## src/rtl/axi_lite_pkg.sv

```systemverilog
// rtl/axi_lite_pkg.sv - shared response codes, FSM state types and address helper
package axi_lite_pkg;

  typedef enum logic [1:0] {
    OKAY   = 2'b00,
    SLVERR = 2'b10
  } resp_t;

  typedef enum logic [1:0] {
    W_IDLE,
    W_HAVE_AW,
    W_HAVE_W,
    W_RESP
  } wr_state_t;

  typedef enum logic {
    R_IDLE,
    R_VALID
  } rd_state_t;

  // Number of byte-offset bits below the word index.
  function automatic int calc_ofs(input int data_w);
    return $clog2(data_w / 8);
  endfunction

endpackage

```

## src/rtl/axi_lite_wr_fsm.sv

```systemverilog
// rtl/axi_lite_wr_fsm.sv - write channel controller: independent AW/W capture and B response
module axi_lite_wr_fsm
  import axi_lite_pkg::*;
#(
  parameter int ADDR_W   = 8,
  parameter int DATA_W   = 32,
  parameter int NUM_REGS = 16
) (
  input  logic                                  aclk,
  input  logic                                  aresetn,
  input  logic [ADDR_W-1:0]                     awaddr,
  input  logic                                  awvalid,
  output logic                                  awready,
  input  logic [DATA_W-1:0]                     wdata,
  input  logic [DATA_W/8-1:0]                   wstrb,
  input  logic                                  wvalid,
  output logic                                  wready,
  output logic                                  bvalid,
  output resp_t                                 bresp,
  input  logic                                  bready,
  output logic                                  we,
  output logic [ADDR_W-calc_ofs(DATA_W)-1:0]    widx,
  output logic [DATA_W-1:0]                     wr_data,
  output logic [DATA_W/8-1:0]                   wr_strb,
  output logic                                  wr_in_range
);

  localparam int OFS    = calc_ofs(DATA_W);
  localparam int IDX_W  = ADDR_W - OFS;
  localparam int STRB_W = DATA_W / 8;

  wr_state_t           state, nstate;
  logic [IDX_W-1:0]    aw_idx_q;
  logic [DATA_W-1:0]   w_data_q;
  logic [STRB_W-1:0]   w_strb_q;
  logic                aw_hs, w_hs;
  logic                awready_d, wready_d, bvalid_d;
  resp_t               bresp_d;
  logic                unused_ofs;

  assign unused_ofs = ^awaddr[OFS-1:0];

  assign aw_hs = awvalid && awready;
  assign w_hs  = wvalid && wready;

  // Commit happens on the edge where the last of address/data arrives.
  assign we          = (aw_hs || state == W_HAVE_AW) && (w_hs || state == W_HAVE_W);
  assign widx        = aw_hs ? awaddr[ADDR_W-1:OFS] : aw_idx_q;
  assign wr_data     = w_hs ? wdata : w_data_q;
  assign wr_strb     = w_hs ? wstrb : w_strb_q;
  assign wr_in_range = {1'b0, widx} < (IDX_W+1)'(NUM_REGS);

  always_ff @(posedge aclk or negedge aresetn) begin
    if (!aresetn) begin
      state    <= W_IDLE;
      aw_idx_q <= '0;
      w_data_q <= '0;
      w_strb_q <= '0;
      awready  <= 1'b0;
      wready   <= 1'b0;
      bvalid   <= 1'b0;
      bresp    <= OKAY;
    end else begin
      state   <= nstate;
      awready <= awready_d;
      wready  <= wready_d;
      bvalid  <= bvalid_d;
      bresp   <= bresp_d;
      if (aw_hs) aw_idx_q <= awaddr[ADDR_W-1:OFS];
      if (w_hs) begin
        w_data_q <= wdata;
        w_strb_q <= wstrb;
      end
    end
  end

  always_comb begin
    nstate = state;
    case (state)
      W_IDLE: begin
        if (aw_hs && w_hs) nstate = W_RESP;
        else if (aw_hs)    nstate = W_HAVE_AW;
        else if (w_hs)     nstate = W_HAVE_W;
      end
      W_HAVE_AW: if (w_hs)   nstate = W_RESP;
      W_HAVE_W:  if (aw_hs)  nstate = W_RESP;
      W_RESP:    if (bready) nstate = W_IDLE;
      default:               nstate = W_IDLE;
    endcase
  end

  // Channel readys and the response are registered from the next state.
  always_comb begin
    awready_d = (nstate == W_IDLE) || (nstate == W_HAVE_W);
    wready_d  = (nstate == W_IDLE) || (nstate == W_HAVE_AW);
    bvalid_d  = (nstate == W_RESP);
    bresp_d   = bresp;
    if (we) bresp_d = wr_in_range ? OKAY : SLVERR;
  end

endmodule

```

## src/rtl/axi_lite_regfile.sv

```systemverilog
// rtl/axi_lite_regfile.sv - AXI-Lite register file: storage, read channel and write controller
module axi_lite_regfile
  import axi_lite_pkg::*;
#(
  parameter int ADDR_W   = 8,
  parameter int DATA_W   = 32,
  parameter int NUM_REGS = 16
) (
  input  logic                  ACLK,
  input  logic                  ARESETn,
  input  logic [ADDR_W-1:0]     AWADDR,
  input  logic                  AWVALID,
  output logic                  AWREADY,
  input  logic [DATA_W-1:0]     WDATA,
  input  logic [DATA_W/8-1:0]   WSTRB,
  input  logic                  WVALID,
  output logic                  WREADY,
  output logic                  BVALID,
  output logic [1:0]            BRESP,
  input  logic                  BREADY,
  input  logic [ADDR_W-1:0]     ARADDR,
  input  logic                  ARVALID,
  output logic                  ARREADY,
  output logic [DATA_W-1:0]     RDATA,
  output logic [1:0]            RRESP,
  output logic                  RVALID,
  input  logic                  RREADY
);

  localparam int OFS    = calc_ofs(DATA_W);
  localparam int IDX_W  = ADDR_W - OFS;
  localparam int STRB_W = DATA_W / 8;

  logic                we, wr_in_range;
  logic [IDX_W-1:0]    wr_idx;
  logic [DATA_W-1:0]   wr_data;
  logic [STRB_W-1:0]   wr_strb;
  logic [DATA_W-1:0]   regs [NUM_REGS];

  axi_lite_wr_fsm #(
    .ADDR_W   (ADDR_W),
    .DATA_W   (DATA_W),
    .NUM_REGS (NUM_REGS)
  ) u_wr_fsm (
    .aclk        (ACLK),
    .aresetn     (ARESETn),
    .awaddr      (AWADDR),
    .awvalid     (AWVALID),
    .awready     (AWREADY),
    .wdata       (WDATA),
    .wstrb       (WSTRB),
    .wvalid      (WVALID),
    .wready      (WREADY),
    .bvalid      (BVALID),
    .bresp       (BRESP),
    .bready      (BREADY),
    .we          (we),
    .widx        (wr_idx),
    .wr_data     (wr_data),
    .wr_strb     (wr_strb),
    .wr_in_range (wr_in_range)
  );

  always_ff @(posedge ACLK or negedge ARESETn) begin
    if (!ARESETn) begin
      for (int i = 0; i < NUM_REGS; i++) regs[i] <= '0;
    end else if (we && wr_in_range) begin
      for (int i = 0; i < NUM_REGS; i++)
        for (int k = 0; k < STRB_W; k++)
          if (wr_idx == IDX_W'(i) && wr_strb[k]) regs[i][8*k +: 8] <= wr_data[8*k +: 8];
    end
  end

  rd_state_t          rstate, rnext;
  logic               ar_hs, rd_in_range;
  logic [IDX_W-1:0]   ridx;
  logic [DATA_W-1:0]  rd_word, rdata_d;
  resp_t              rresp_d;
  logic               arready_d, rvalid_d;
  logic               unused_ar_ofs;

  assign unused_ar_ofs = ^ARADDR[OFS-1:0];
  assign ar_hs         = ARVALID && ARREADY;
  assign ridx          = ARADDR[ADDR_W-1:OFS];
  assign rd_in_range   = {1'b0, ridx} < (IDX_W+1)'(NUM_REGS);

  // Pre-edge storage contents, so a colliding write is not visible; misses read as zero.
  always_comb begin
    rd_word = '0;
    for (int i = 0; i < NUM_REGS; i++)
      if (ridx == IDX_W'(i)) rd_word = regs[i];
  end

  always_ff @(posedge ACLK or negedge ARESETn) begin
    if (!ARESETn) begin
      rstate  <= R_IDLE;
      ARREADY <= 1'b0;
      RVALID  <= 1'b0;
      RDATA   <= '0;
      RRESP   <= OKAY;
    end else begin
      rstate  <= rnext;
      ARREADY <= arready_d;
      RVALID  <= rvalid_d;
      RDATA   <= rdata_d;
      RRESP   <= rresp_d;
    end
  end

  always_comb begin
    rnext = rstate;
    case (rstate)
      R_IDLE:  if (ar_hs)  rnext = R_VALID;
      R_VALID: if (RREADY) rnext = R_IDLE;
      default:             rnext = R_IDLE;
    endcase
  end

  always_comb begin
    arready_d = (rnext == R_IDLE);
    rvalid_d  = (rnext == R_VALID);
    rdata_d   = RDATA;
    rresp_d   = resp_t'(RRESP);
    if (ar_hs) begin
      rdata_d = rd_word;
      rresp_d = rd_in_range ? OKAY : SLVERR;
    end
  end

endmodule

```

## config.mk

```make
export PLATFORM = sky130hd
export DESIGN_NAME = axi_lite_regfile
export DESIGN_NICKNAME = d
export VERILOG_FILES = /design/src/rtl/axi_lite_pkg.sv /design/src/rtl/axi_lite_wr_fsm.sv /design/src/rtl/axi_lite_regfile.sv
export SDC_FILE = /design/constraint.sdc
export NUM_CORES = 1
export LEC_CHECK = 0
export ABC_AREA = 1
export CAP_MARGIN = 20
export CORE_MARGIN = 1.5
export CORE_UTILIZATION = 35
export DETAILED_ROUTE_END_ITERATION = 6
export SYNTH_ARGS = -nofsm -noshare
export SYNTH_HDL_FRONTEND = slang
export SYNTH_SLANG_ARGS = --single-unit
```

## constraint.sdc

```tcl
create_clock -name ACLK -period 2.2 [get_ports ACLK]
set_clock_uncertainty 0.05 [all_clocks]
set_input_delay 0.44 -clock ACLK [delete_from_list [all_inputs] [get_ports ACLK]]
set_output_delay 0.44 -clock ACLK [all_outputs]
set_load 0.005 [all_outputs]
```

======== Yosys cells after proc, flatten, opt, wreduce, memory -nomap -nowiden ========
Cells that the tools add are included.
storage, ports and cells
  register bits ........................... 597
  input bits .............................. 59
  output and inout bits ................... 41
  word-level logic and storage cells ...... 289
cells by class
  $lt $le $gt $ge ......................... 2
  equal/unequal tests ..................... 36
  mux-type cells .......................... 31
  bitwise gates (word level) .............. 2
  reductions and logical operators ........ 142
operators by type and width
  cell                  number
  $mux W32              17
  $reduce_and A2 Y1     64
  $eq A6 B4 Y1 const B  16
  $logic_and A1 B1 Y1   70
  $eq A6 B3 Y1 const B  8
  $eq A6 B2 Y1 const B  4
  $mux W2               8
  $eq A6 B1 Y1 const B  2
  $logic_not A6 Y1      2
  $lt A6 B5 Y1 const B  2
  $eq A2 B2 Y1 const B  4
  $pmux W2 S4           1
  $mux W6               1
  $eq A2 B1 Y1 const B  2
  $logic_not A2 Y1      2
  $logic_or A1 B1 Y1    4
  $mux W4               1
  $mux W1               2
  $not A1 Y1            2
  $pmux W1 S2           1

======== Longest topological paths before layout ========
Gate-level depths: netlist of the first run.
  depth after elaboration ................. 17
  depth in mapped cells ................... 16
  gate-level depth less buffers ........... 16

======== Cells and area by module ========
From an unflattened synthesis of the first run, not the netlist that was laid out.
unflattened totals
  cells, all modules ...................... 3180
  area total of the unflattened synthesis .. 25811.0 µm²
modules (own cells, without submodules)
  module            instances  cells each  area each (µm²)  sequential area each (µm²)
  axi_lite_regfile  1          2963        23861.6          13688.1
  axi_lite_wr_fsm   1          217         1949.4           1201.2

======== Worst setup path before layout of the first run ========
OpenSTA, ideal clock, no wires.
  path type ............................... input -> register
  start ................................... input WVALID
  end ..................................... register regs[77] (netlist name)
  setup time .............................. 0.132 ns
  arrival ................................. 1.865 ns
  data required time ...................... 2.018 ns
  slack ................................... 0.152 ns
  stages .................................. 10
  path buffers ............................ 3
  path through ............................ nand2_2 -> inv_2 -> buf_2 -> or2_2 -> o21ai_0 -> nor2_4 -> buf_4 -> nand2_1 -> buf_2 -> o21ai_1
between the ends
  word-level cells in the longest chain between the ends .. 5
  elaborated cells on any way between the ends .. 8
  those cells by class .................... 2 x mux; 6 x reduce/logical
RTL lines
  element                             line                    RTL
  start, declared                     axi_lite_regfile.sv:16  input logic WVALID,
  $logic_and A1 B1 Y1 *               axi_lite_wr_fsm.sv:44   assign w_hs = wvalid && wready;
  $logic_or A1 B1 Y1                  axi_lite_wr_fsm.sv:47   assign we = (aw_hs || state == W_HAVE_AW) && (w_hs || state == W_HAVE_W);
  $logic_and A1 B1 Y1                 axi_lite_wr_fsm.sv:47
  $logic_and A1 B1 Y1                 axi_lite_regfile.sv:67  end else if (we && wr_in_range) begin
  $reduce_and A2 Y1 (no source line)  n/a
  end signal, assigned by index       axi_lite_regfile.sv:70  if (wr_idx == IDX_W'(i) && wr_strb[k]) regs[i][8*k +: 8] <= wr_data[8*k +: 8];
  end, declared                       axi_lite_regfile.sv:38  logic [DATA_W-1:0] regs [NUM_REGS];
Every way passes the cells marked *; elsewhere a longest branch is shown, timed or not.
A chain may end at the register's enable or synchronous reset.

======== Worst setup path after layout of the first run ========
  start ................................... register u_wr_fsm.awready
  end ..................................... register regs[289] (netlist name)
between the ends
  word-level cells in the longest chain between the ends .. 5
  elaborated cells on any way between the ends .. 9
  those cells by class .................... 1 x order compare; 1 x eq/ne; 1 x mux; 6 x reduce/logical
RTL lines
  element                                              line                                            RTL
  start, declared                                      axi_lite_wr_fsm.sv:13                           output logic awready,
  start signal, assigned                               axi_lite_wr_fsm.sv:65                           awready <= awready_d;
  $logic_and A1 B1 Y1 *                                axi_lite_wr_fsm.sv:43                           assign aw_hs = awvalid && awready;
  $mux W6 *                                            n/a
  named net u_wr_fsm.widx[4]                           axi_lite_wr_fsm.sv:22                           output logic [ADDR_W-calc_ofs(DATA_W)-1:0] widx,
  $lt A6 B5 Y1 / $eq A6 B3 Y1 (equally long branches)  axi_lite_wr_fsm.sv:51, axi_lite_regfile.sv:70
  $logic_and A1 B1 Y1, on equally long branches        axi_lite_regfile.sv:67, axi_lite_regfile.sv:70
  $reduce_and A2 Y1 (no source line) *                 n/a
Mark *: on every way through the listed nets, which the timed path passes. The rest lies on a longest branch.

==> impl_metrics.toml, run 1 <==
[outcome]
status = "finished with violations"
violations = "setup timing"

[setup_path]
critPathMaxFanout = 16
timing.reg2reg.worst_path_depth = 10
reg_to_reg_setup_timing_slack_ps = -6
regToRegEndpoint = "regs[289]$_DFFE_PN0P_"
timing.critical_path.required_ps = 2630
critical_path_most_common_cell = "sky130_fd_sc_hd__nand2_1"
critPathSlowestCell = "sky130_fd_sc_hd__dfrtp_1"
timing.critical_path.arrival_ps = 2630
critPathLaunchType = "flip-flop"
path_cells = "nand2_4 -> mux2i_1 -> inv_1 -> nor2_4 -> nand3_4 -> nor2_2 -> nand2_1 -> buf_12 -> nand2_1 -> o21ai_1"
regToRegStartpoint = "u_wr_fsm.awready$_DFF_PN0_"
critical_path_class = "reg -> reg"
timing.critical_path.slowest_cell_delay_ps = 400
worstSetupEndpointType = "flip-flop"

[clock_network]
cts-buffers-inserted = 67
clockRootBuffer = "sky130_fd_sc_hd__clkbuf_16"
cts_max_level = 3
clock-sinks = 595
worst_setup_hold_path_clk_slew_ps = 60
maximum_number_of_buffers_from_clock_root_to_sink = 3
clk_latency_ps = 600
tritoncts_clock_tree = "done"

[routing]
firstDrtPassIters = 7
route.vias.total = 21189
routed_wirelength_mm = 71.6
met1_length_mm = 32.2
topRoutingLayerUsed = "met4"
dr_iter_0_viols = 1729
drc = 0
postRouteAntennaNets = 0
post_drt_via_cell_ratio = 4.83
total_met3_wirelength_after_detailed_routing_mm = 2.47
route.detailed.wl_per_inst_um = 16.3
dr_wl_met2_mm = 35.5

[yosys]
syn_area_per_cell_um2 = 8.28
synth.distinct_cells = 30
synth_seq_area_share_pct = 57.4
ys_seq_elements = 595
yosysWarnings = 0
post_synth_inst_count = 3132
syn_area_um2 = 25900

[floorplan]
pin_count = 100
core_area_um2 = 73100
placementRows = 99
die_area_um2 = 75700
die_x_um = 275
die_h_um = 275
start_util_pct = 35.5

[final_layout]
areaGrowthSynthToFinish_pct = 28.7
n_antenna_cell = 0
final_cells = 4387
post_route_cells_drive_above_1_share_pct = 15.1
final_net_count = 3442
final_core_util_pct = 45.7

[timing]
setup_slack_ps = -6.12
finalHoldWorstSlack_ps = 254
hold_viol = 0
worst_slew_pin_slew_ps = 526
max-slew-margin-rel_pct = 64.9
setup_repair_after_global_routing_missed_its_margin = "true"
timing.final.max_slew_violations = 0
period_minus_slack_ps = 2210
fin_crit_sh_pct = 100
finalSetupViolCount = 7
achievable-frequency_mhz = 453
setup_total_negative_slack_ps = -24.6

[global_routing]
groute.usage.overall_pct = 19.4
via_count_of_the_first_global_routing_pass = 20839
grt_max_degree = 97
global_route_wire_length_before_repair_mm = 116
antenna_found_initial = 0
grt_overflow_total = 0

[place]
number_of_input_and_output_port_buffers_inserted = 93
place_worst_setup_slack_ps = -697
place.detailed.instances = 4253
hpwl_mm = 49.6
placer_congestion = 0.815

[power]
p_per_area_nw_per_um2 = 998
leakagePower_nw = 15.5
worst_ir_drop_vdd_mv = 0.710

[worst_hold_path]
hold_path.class = "in -> async"

[flow_run]
count_of_max_cap_constraint_violations = 0
[cell usage after synthesis]
cell	instances	area share [%]
sky130_fd_sc_hd__nand2_1	1152	17
sky130_fd_sc_hd__dfrtp_1	595	57
sky130_fd_sc_hd__o21ai_1	415	8.0
sky130_fd_sc_hd__inv_1	189	2.7
sky130_fd_sc_hd__o21ai_0	145	2.8
sky130_fd_sc_hd__nor2_1	140	2.0
sky130_fd_sc_hd__clkbuf_1	113	1.6
sky130_fd_sc_hd__nand4_1	89	2.1
sky130_fd_sc_hd__buf_2	64	1.2
sky130_fd_sc_hd__nand3_1	54	1.0
sky130_fd_sc_hd__a21oi_1	49	0.95
sky130_fd_sc_hd__or2_2	33	0.80
sky130_fd_sc_hd__and2_1	20	0.48
sky130_fd_sc_hd__nand2_2	15	0.36
sky130_fd_sc_hd__and2_0	12	0.29
sky130_fd_sc_hd__buf_4	8	0.23
sky130_fd_sc_hd__inv_2	8	0.12
sky130_fd_sc_hd__nor2_2	7	0.17
sky130_fd_sc_hd__nor2_4	6	0.26
sky130_fd_sc_hd__or2_1	4	0.096
sky130_fd_sc_hd__nand3_2	3	0.12
sky130_fd_sc_hd__nor3_4	2	0.13
sky130_fd_sc_hd__o21ai_2	2	0.068
sky130_fd_sc_hd__conb_1	1	0.014
sky130_fd_sc_hd__mux2i_1	1	0.039
sky130_fd_sc_hd__nand2_4	1	0.043
sky130_fd_sc_hd__nor3_1	1	0.019
sky130_fd_sc_hd__nor3_2	1	0.039
sky130_fd_sc_hd__o2bb2ai_1	1	0.034
sky130_fd_sc_hd__or2_0	1	0.024
[cell usage in the layout (no fill, tap or decap), types with 26 or more instances in the layout]
cell | netlist | layout
sky130_fd_sc_hd__o21ai_0 | 145 | 132
sky130_fd_sc_hd__buf_12 | 0 | 112
sky130_fd_sc_hd__o21ai_1 | 415 | 423
sky130_fd_sc_hd__nor2_2 | 7 | 26
sky130_fd_sc_hd__nand4_1 | 89 | 89
sky130_fd_sc_hd__clkbuf_16 | 0 | 75
sky130_fd_sc_hd__clkdlybuf4s50_1 | 0 | 86
sky130_fd_sc_hd__dfrtp_1 | 595 | 595
sky130_fd_sc_hd__nand2_2 | 15 | 27
sky130_fd_sc_hd__a21oi_1 | 49 | 49
sky130_fd_sc_hd__nand3_1 | 54 | 48
sky130_fd_sc_hd__buf_4 | 8 | 145
sky130_fd_sc_hd__inv_1 | 189 | 186
sky130_fd_sc_hd__nand2_1 | 1152 | 1135
sky130_fd_sc_hd__or2_2 | 33 | 33
sky130_fd_sc_hd__nor2_1 | 140 | 110
[cell families after synthesis]
group / after synthesis / synth area share (%)
buffers and inverters: 382 / 5.95
other: 1 / 0.0145
AND/OR/NAND/NOR: 1541 / 24.7
flip-flops: 595 / 57.4
AO/OA/AOI/OAI: 612 / 11.9
multiplexers: 1 / 0.0386
[how the worst max path moves through the flow]
stage | start | cells past startpoint | slack, ps | end
5_1_grt | u_wr_fsm.awready$_DFF_PN0_ | 10 | -100 | regs[389]$_DFFE_PN0P_
2_1_floorplan | WVALID | 10 | 150 | regs[77]$_DFFE_PN0P_
6_report | u_wr_fsm.awready$_DFF_PN0_ | 10 | -6 | regs[289]$_DFFE_PN0P_
4_1_cts | u_wr_fsm.awready$_DFF_PN0_ | 10 | 10 | regs[224]$_DFFE_PN0P_
3_3_place_gp | ARADDR[3] | 18 | -700 | RDATA[13]$_DFFE_PN0P_
3_5_place_dp | ARADDR[2] | 16 | -700 | RDATA[30]$_DFFE_PN0P_
[layer usage]
layer,global-route usage (%),vias to the layer above
met2,33.5,364
li1,-,10548
met1,25.5,10173
met4,5.06,0
met3,2.63,104
met5,0,-
[flip-flops by register name (all words and copies together) (netlist names)]
register           cells
ARREADY                1
RDATA                 32
RRESP                  1
regs                 512
rstate                 1
u_wr_fsm.aw_idx_q      6
u_wr_fsm.awready       1
u_wr_fsm.bresp         1
u_wr_fsm.bvalid        1
u_wr_fsm.state         2
u_wr_fsm.w_data_q     32
u_wr_fsm.w_strb_q      4
u_wr_fsm.wready        1
[critical path, delay by kind of cell, from the launching register on]
family | cells | cell delay, ps
AOI/OAI and AO/OA | 1 | 60
DFF | 1 | 400
muxes | 1 | 190
and+or+nand+nor | 6 | 1110
buffers and inverters | 2 | 270
[repair_timing]
item / in CTS / in global routing
endpoints found under the setup margin: 164 / 403
endpoints found under the hold margin: 164 / 0
pin swaps: 2 / 15
gates resized for setup: 15 / 94
cloned: 0 / 6
buffers inserted: 0 / 13
hold buffers: 1 / 0
[final cells by class]
class                      count  area, um2
timing repair buffer         366       4510
clock inverter                19        230
fill                        7064      39700
inverter                     197        746
clock buffer                  95       2020
multi-input combinational   2156       9790
sequential                   595      14900
tap                          959       1200
[stage by stage]
step	power, W	area (um2)
2_1_floorplan	0.0176	25900
3_3_place_gp	0.0217	30600
3_5_place_dp	0.0219	30600
4_1_cts	0.0334	32900
5_1_grt	0.0351	33400
6_report	0.0333	33400
[where the power goes]
part,switching (W),leakage [nW],internal [W]
Combinational,0.00476,6.26,0.00328
Sequential,0.000925,8.12,0.0129
Clock,0.00447,1.12,0.00695
Total,0.0102,15.5,0.0231
(Power assumes the default switching activity.)
==> run 2: changes to the inputs <==
TNS_END_PERCENT = 5   (was unset)
==> impl_metrics.toml, run 2 (synthesized netlist as in run 1, its figures left out) <==
[clock_network]
clk_latency_ps = 600
cts-buffers-inserted = 67
clockRootBuffer = "sky130_fd_sc_hd__clkbuf_16"
cts_max_level = 3
clock-sinks = 595
maximum_number_of_buffers_from_clock_root_to_sink = 3
tritoncts_clock_tree = "done"
worst_setup_hold_path_clk_slew_ps = 60

[setup_path]
worstSetupEndpointType = "flip-flop"
timing.critical_path.required_ps = 2620
critical_path.startpoint = "u_wr_fsm.awready$_DFF_PN0_"
regToRegStartpoint = "u_wr_fsm.awready$_DFF_PN0_"
critical_path_class = "reg -> reg"
critPathLaunchType = "flip-flop"
path_cells = "nand2_4 -> mux2i_1 -> inv_1 -> buf_4 -> nor3_2 -> inv_4 -> nor2_4 -> buf_12 -> nand2_1 -> buf_4 -> nand2_1 -> o21ai_0"
timing.critical_path.slowest_cell_delay_ps = 400
critPathMaxFanout = 16
timing.critical_path.arrival_ps = 2590
critPathSlowestCell = "sky130_fd_sc_hd__dfrtp_1"
timing.reg2reg.worst_path_depth = 12

[routing]
dr_iter_0_viols = 1644
firstDrtPassIters = 7
routed_wirelength_mm = 71.2
post_drt_via_cell_ratio = 4.81
route.vias.total = 21061
route.detailed.wl_per_inst_um = 16.3
drc = 0
postRouteAntennaNets = 0

[global_routing]
groute.usage.overall_pct = 19.4
grt_overflow_total = 0
antenna_found_initial = 0
use_met3_pct = 2.63
global_route_wire_length_before_repair_mm = 116
grt_max_degree = 97
grt.met2_usage_pct = 33.5
via_count_of_the_first_global_routing_pass = 20817
grt.met1_usage_pct = 25.5
grt-busiest-layer = "met2"

[flow_run]
count_of_max_cap_constraint_violations = 0

[final_layout]
areaGrowthSynthToFinish_pct = 28.3
layout.cells.most_common = "sky130_fd_sc_hd__nand2_1"
layout.area.seq_um2 = 14900
largest_register_ffs = 512
largest-register = "regs"
post_route_cells_drive_above_1_share_pct = 14.7
multi_input_comb_area_um2 = 9760
biggestRegsByFlops = "regs: 512 flops, RDATA: 32 flops, u_wr_fsm.w_data_q: 32 flops"
final_net_count = 3435
most_used_cells_in_the_layout_excluding_fill_and_tap_cells = "sky130_fd_sc_hd__nand2_1, sky130_fd_sc_hd__dfrtp_1, sky130_fd_sc_hd__o21ai_1"
finalInstanceArea_um2 = 33300
n_antenna_cell = 0
final_core_util_pct = 45.5
fillCellCount = 7072

[floorplan]
core_area_um2 = 73100
pin_count = 100
start_util_pct = 35.5
placementRows = 99
die_area_um2 = 75700
die_x_um = 275
die_h_um = 275

[timing]
worst_slew_pin_slew_ps = 535
timing.final.max_slew_violations = 0
period_minus_slack_ps = 2170
setup_total_negative_slack_ps = 0
setup_repair_after_global_routing_missed_its_margin = "true"
achievable-frequency_mhz = 460
setup_slack_ps = 26.9
finalSetupViolCount = 0
hold_viol = 0
fin_crit_sh_pct = 98.8
max-slew-margin-rel_pct = 64.3

[power]
worst_ir_drop_vdd_mv = 0.708
switching_share_pct = 30.5
power_frac_comb_pct = 24.0
leakagePower_nw = 15.4
seq_power_share_pct = 41.6
clock_power_share_pct = 34.3
p_per_area_nw_per_um2 = 1000
report.power.total_w = 0.0333
total_internal_power_w = 0.0231
power.net_switching_w = 0.0101

[worst_hold_path]
hold_path.class = "in -> async"

[place]
placer_congestion = 0.815
place_worst_setup_slack_ps = -697
number_of_input_and_output_port_buffers_inserted = 93
post_dp_cell_area_um2 = 30600
hpwl_mm = 49.6

[outcome]
status = "finished clean"
run 2: changes by cell type in the layout (fill, tap and decap cells not counted), sizes merged:
cell,delta
clkbuf,-1
dlygate4sd2,-1
dlymetal6s2s,+1
buf,-6
run 2: final timing paths:
check / slack (ps) / to
worst max-delay path: 30 / regs[444]$_DFFE_PN0P_
worst min-delay path: 250 / regs[353]$_DFFE_PN0P_
worst max register to register: 30 / regs[444]$_DFFE_PN0P_
worst min register to register: 430 / RDATA[15]$_DFFE_PN0P_
max in group asynchronous: 1020 / regs[76]$_DFFE_PN0P_
min in group ACLK: 420 / rstate$_DFF_PN0_
run 2: final cells by class:
type,count,area share [%]
Sequential cell,595,44.8
Multi-Input combinational cell,2156,29.3
Timing Repair Buffer,359,13.3
Clock buffer,95,6.06
Tap cell,959,3.61
Inverter,197,2.24
Clock inverter,19,0.692
run 2: routing by layer:
metal / vias up / share of wire (%)
met4: 0 / 2.0
li1: 10542 / -
met2: 322 / 50
met3: 100 / 3.1
met1: 10097 / 45
met5: - / 0
run 2: worst max-delay path: cells and delay by family (launching register included):
family	cells	cell delay, ps
compound gates	1	80
buf+inv	5	730
mux	1	190
flops	1	400
simple gates	5	570
run 2: repair_timing:
action | CTS | global route
endpoints found under the hold margin | 164 | 0
endpoints found under the setup margin | 164 | 407
gates cloned | 0 | 3
hold buffers | 1 | 0
gates resized for setup | 9 | 78
pin swaps | 0 | 13
buffers inserted | 0 | 9
run 2: per-stage QoR:
| step | hold slack, ps | std cells |
|---|---|---|
| floorplan | 94.4 | 3133 |
| finish | 253 | 4380 |
| detailed placement | 286 | 4253 |
| global placement | 282 | 4253 |
| CTS | 230 | 4368 |
| global route | 245 | 4380 |
run 2: power groups by stage:
| stage | combinational [W] | sequential [W] | clock, W |
|---|---|---|---|
| after floorplan | 0.00382 | 0.0138 | 0 |
| after global placement | 0.00776 | 0.0140 | 0 |
| after detailed placement | 0.00788 | 0.0140 | 0 |
| after CTS | 0.00792 | 0.0138 | 0.0117 |
| after global routing | 0.00886 | 0.0141 | 0.0121 |
| final | 0.00798 | 0.0138 | 0.0114 |
==> run 3: changes to the inputs <==
CORE_MARGIN = 2   (was 1.5)
TNS_END_PERCENT = 50   (was 5)
==> impl_metrics.toml, run 3 (synthesized netlist as in run 1, its figures left out) <==
[floorplan]
die_area_um2 = 76300
start_util_pct = 35.4
pin_count = 100
die_x_um = 276
placementRows = 99
core_area_um2 = 73200
die_h_um = 276

[power]
switching_share_pct = 30.8
power.net_switching_w = 0.0101
clock_power_share_pct = 33.2
worst_ir_drop_vdd_mv = 0.843
power_frac_comb_pct = 24.6
total_internal_power_w = 0.0228
seq_power_share_pct = 42.1
p_per_area_nw_per_um2 = 992
leakagePower_nw = 15.4

[setup_path]
worstSetupEndpointType = "flip-flop"
regToRegEndpoint = "regs[426]$_DFFE_PN0P_"
timing.reg2reg.worst_path_depth = 13
regToRegStartpoint = "u_wr_fsm.awready$_DFF_PN0_"
timing.critical_path.required_ps = 2610
timing.critical_path.arrival_ps = 2580
reg_to_reg_setup_timing_slack_ps = 40
critPathMaxFanout = 16
critical_path.startpoint = "u_wr_fsm.awready$_DFF_PN0_"
critPathLaunchType = "flip-flop"
critical_path_class = "reg -> reg"

[global_routing]
grt_max_degree = 59
via_count_of_the_first_global_routing_pass = 20770
grt_overflow_total = 0
use_met3_pct = 2.64
grt.met1_usage_pct = 25.3
groute.usage.overall_pct = 19.2
antenna_found_initial = 0
grt-busiest-layer = "met2"
grt.met2_usage_pct = 32.8
global_route_wire_length_before_repair_mm = 117

[timing]
setup_repair_after_global_routing_missed_its_margin = "true"
setup_slack_ps = 35.3
period_minus_slack_ps = 2160
timing.final.max_slew_violations = 0
finalSetupViolCount = 0
max-slew-margin-rel_pct = 54.2
setup_total_negative_slack_ps = 0
hold_viol = 0
fin_crit_sh_pct = 98.4
worst_slew_pin_slew_ps = 688
achievable-frequency_mhz = 462

[final_layout]
final_net_count = 3456
areaGrowthSynthToFinish_pct = 28.1
largest-register = "regs"
layout.cells.most_common = "sky130_fd_sc_hd__nand2_1"
post_route_cells_drive_above_1_share_pct = 14.9
n_antenna_cell = 0
largest_register_ffs = 512
most_used_cells_in_the_layout_excluding_fill_and_tap_cells = "sky130_fd_sc_hd__nand2_1, sky130_fd_sc_hd__dfrtp_1, sky130_fd_sc_hd__o21ai_1"
biggestRegsByFlops = "regs: 512 flops, RDATA: 32 flops, u_wr_fsm.w_data_q: 32 flops"

[clock_network]
cts-buffers-inserted = 68
worst_setup_hold_path_clk_slew_ps = 60
clockRootBuffer = "sky130_fd_sc_hd__clkbuf_16"
clk_latency_ps = 590
tritoncts_clock_tree = "done"
maximum_number_of_buffers_from_clock_root_to_sink = 3
cts_max_level = 3
clock-sinks = 595

[routing]
route.vias.total = 21145
dr_iter_0_viols = 1883
drc = 0
route.detailed.wl_per_inst_um = 16.5
post_drt_via_cell_ratio = 4.80
firstDrtPassIters = 5
postRouteAntennaNets = 0
routed_wirelength_mm = 72.4

[flow_run]
count_of_max_cap_constraint_violations = 0

[worst_hold_path]
hold_path.class = "in -> async"

[place]
hpwl_mm = 50.6
placer_congestion = 0.812
place_worst_setup_slack_ps = -674
number_of_input_and_output_port_buffers_inserted = 93

[outcome]
status = "finished clean"
## run 3: cell types whose count changed in the layout (fill, tap and decap cells not counted), sizes merged, moves of 3 or more
cell / before / now
clkbuf: 98 / 103
buf: 263 / 284
bufinv: 5 / 2
clkinv: 12 / 9
## run 3: critical path, cell delays in order, from the launching register on
cell and delay [ps]:
sky130_fd_sc_hd__dfrtp_1 400, sky130_fd_sc_hd__nand2_4 100, sky130_fd_sc_hd__mux2i_1 180, sky130_fd_sc_hd__inv_1 90, sky130_fd_sc_hd__buf_4 150, sky130_fd_sc_hd__nor3_4 150
sky130_fd_sc_hd__inv_4 90, sky130_fd_sc_hd__buf_4 150, sky130_fd_sc_hd__nor2_4 100, sky130_fd_sc_hd__buf_12 160, sky130_fd_sc_hd__nand2_1 90, sky130_fd_sc_hd__buf_6 160
sky130_fd_sc_hd__nand2_1 60, sky130_fd_sc_hd__o21ai_0 90
## run 3: worst max path at each step
stage                                 end  slack (ps)  cells past startpoint
global placement     RDATA[6]$_DFFE_PN0P_        -650                     18
detailed placement   RDATA[6]$_DFFE_PN0P_        -670                     18
floorplan            regs[77]$_DFFE_PN0P_         150                     10
finish              regs[426]$_DFFE_PN0P_          40                     13
CTS                 regs[142]$_DFFE_PN0P_         -50                     10
global route        regs[424]$_DFFE_PN0P_        -100                     14
## run 3: timing repair
| action | in CTS | in global routing |
|---|---|---|
| resized for setup | 16 | 75 |
| cloned | 1 | 4 |
| hold buffers | 1 | 0 |
| buffers inserted | 0 | 8 |
| pin swaps | 0 | 8 |
| hold endpoints to repair | 26 | 0 |
| setup endpoints to repair | 176 | 289 |
## run 3: layout make-up
type                    instances  area (um2)
fillers                      6998       40000
flip-flops and latches        595       14900
multi-input cells            2156        9740
repair buffers                379        4500
clock buffers                 102        2020
well taps                     959        1200
inverters                     197         742
clock inverters                13         121
## run 3: power by group through the flow
stage | combinational (W) | sequential, W | clock, W
floorplan | 0.00382 | 0.0138 | 0
global placement | 0.00783 | 0.0140 | 0
detailed placement | 0.00793 | 0.0140 | 0
CTS | 0.00798 | 0.0139 | 0.0112
global route | 0.00895 | 0.0141 | 0.0117
finish | 0.00811 | 0.0139 | 0.0109
## run 3: per-layer routing
layer	part of all wire, %	routed length, um	vias to the layer above
li1	-	-	10586
met3	3.3	2420	124
met2	49	35400	360
met5	0	0	-
met1	45	32800	10075
met4	2.6	1860	0
## run 3: per-stage QoR
| stage | cell area [um2] | total power, W | utilization, % | instances | hold slack (ps) |
|---|---|---|---|---|---|
| floorplan | 25900 | 0.0176 | - | 3133 | 94.4 |
| global placement | 30600 | 0.0218 | 41.8 | 4272 | 413 |
| finish | 33200 | 0.0329 | 45.4 | 4401 | 408 |
| detailed placement | 30600 | 0.0220 | 41.8 | 4272 | 416 |
| global route | 33200 | 0.0347 | 45.4 | 4401 | 437 |
| CTS | 32900 | 0.0330 | 44.9 | 4389 | 408 |
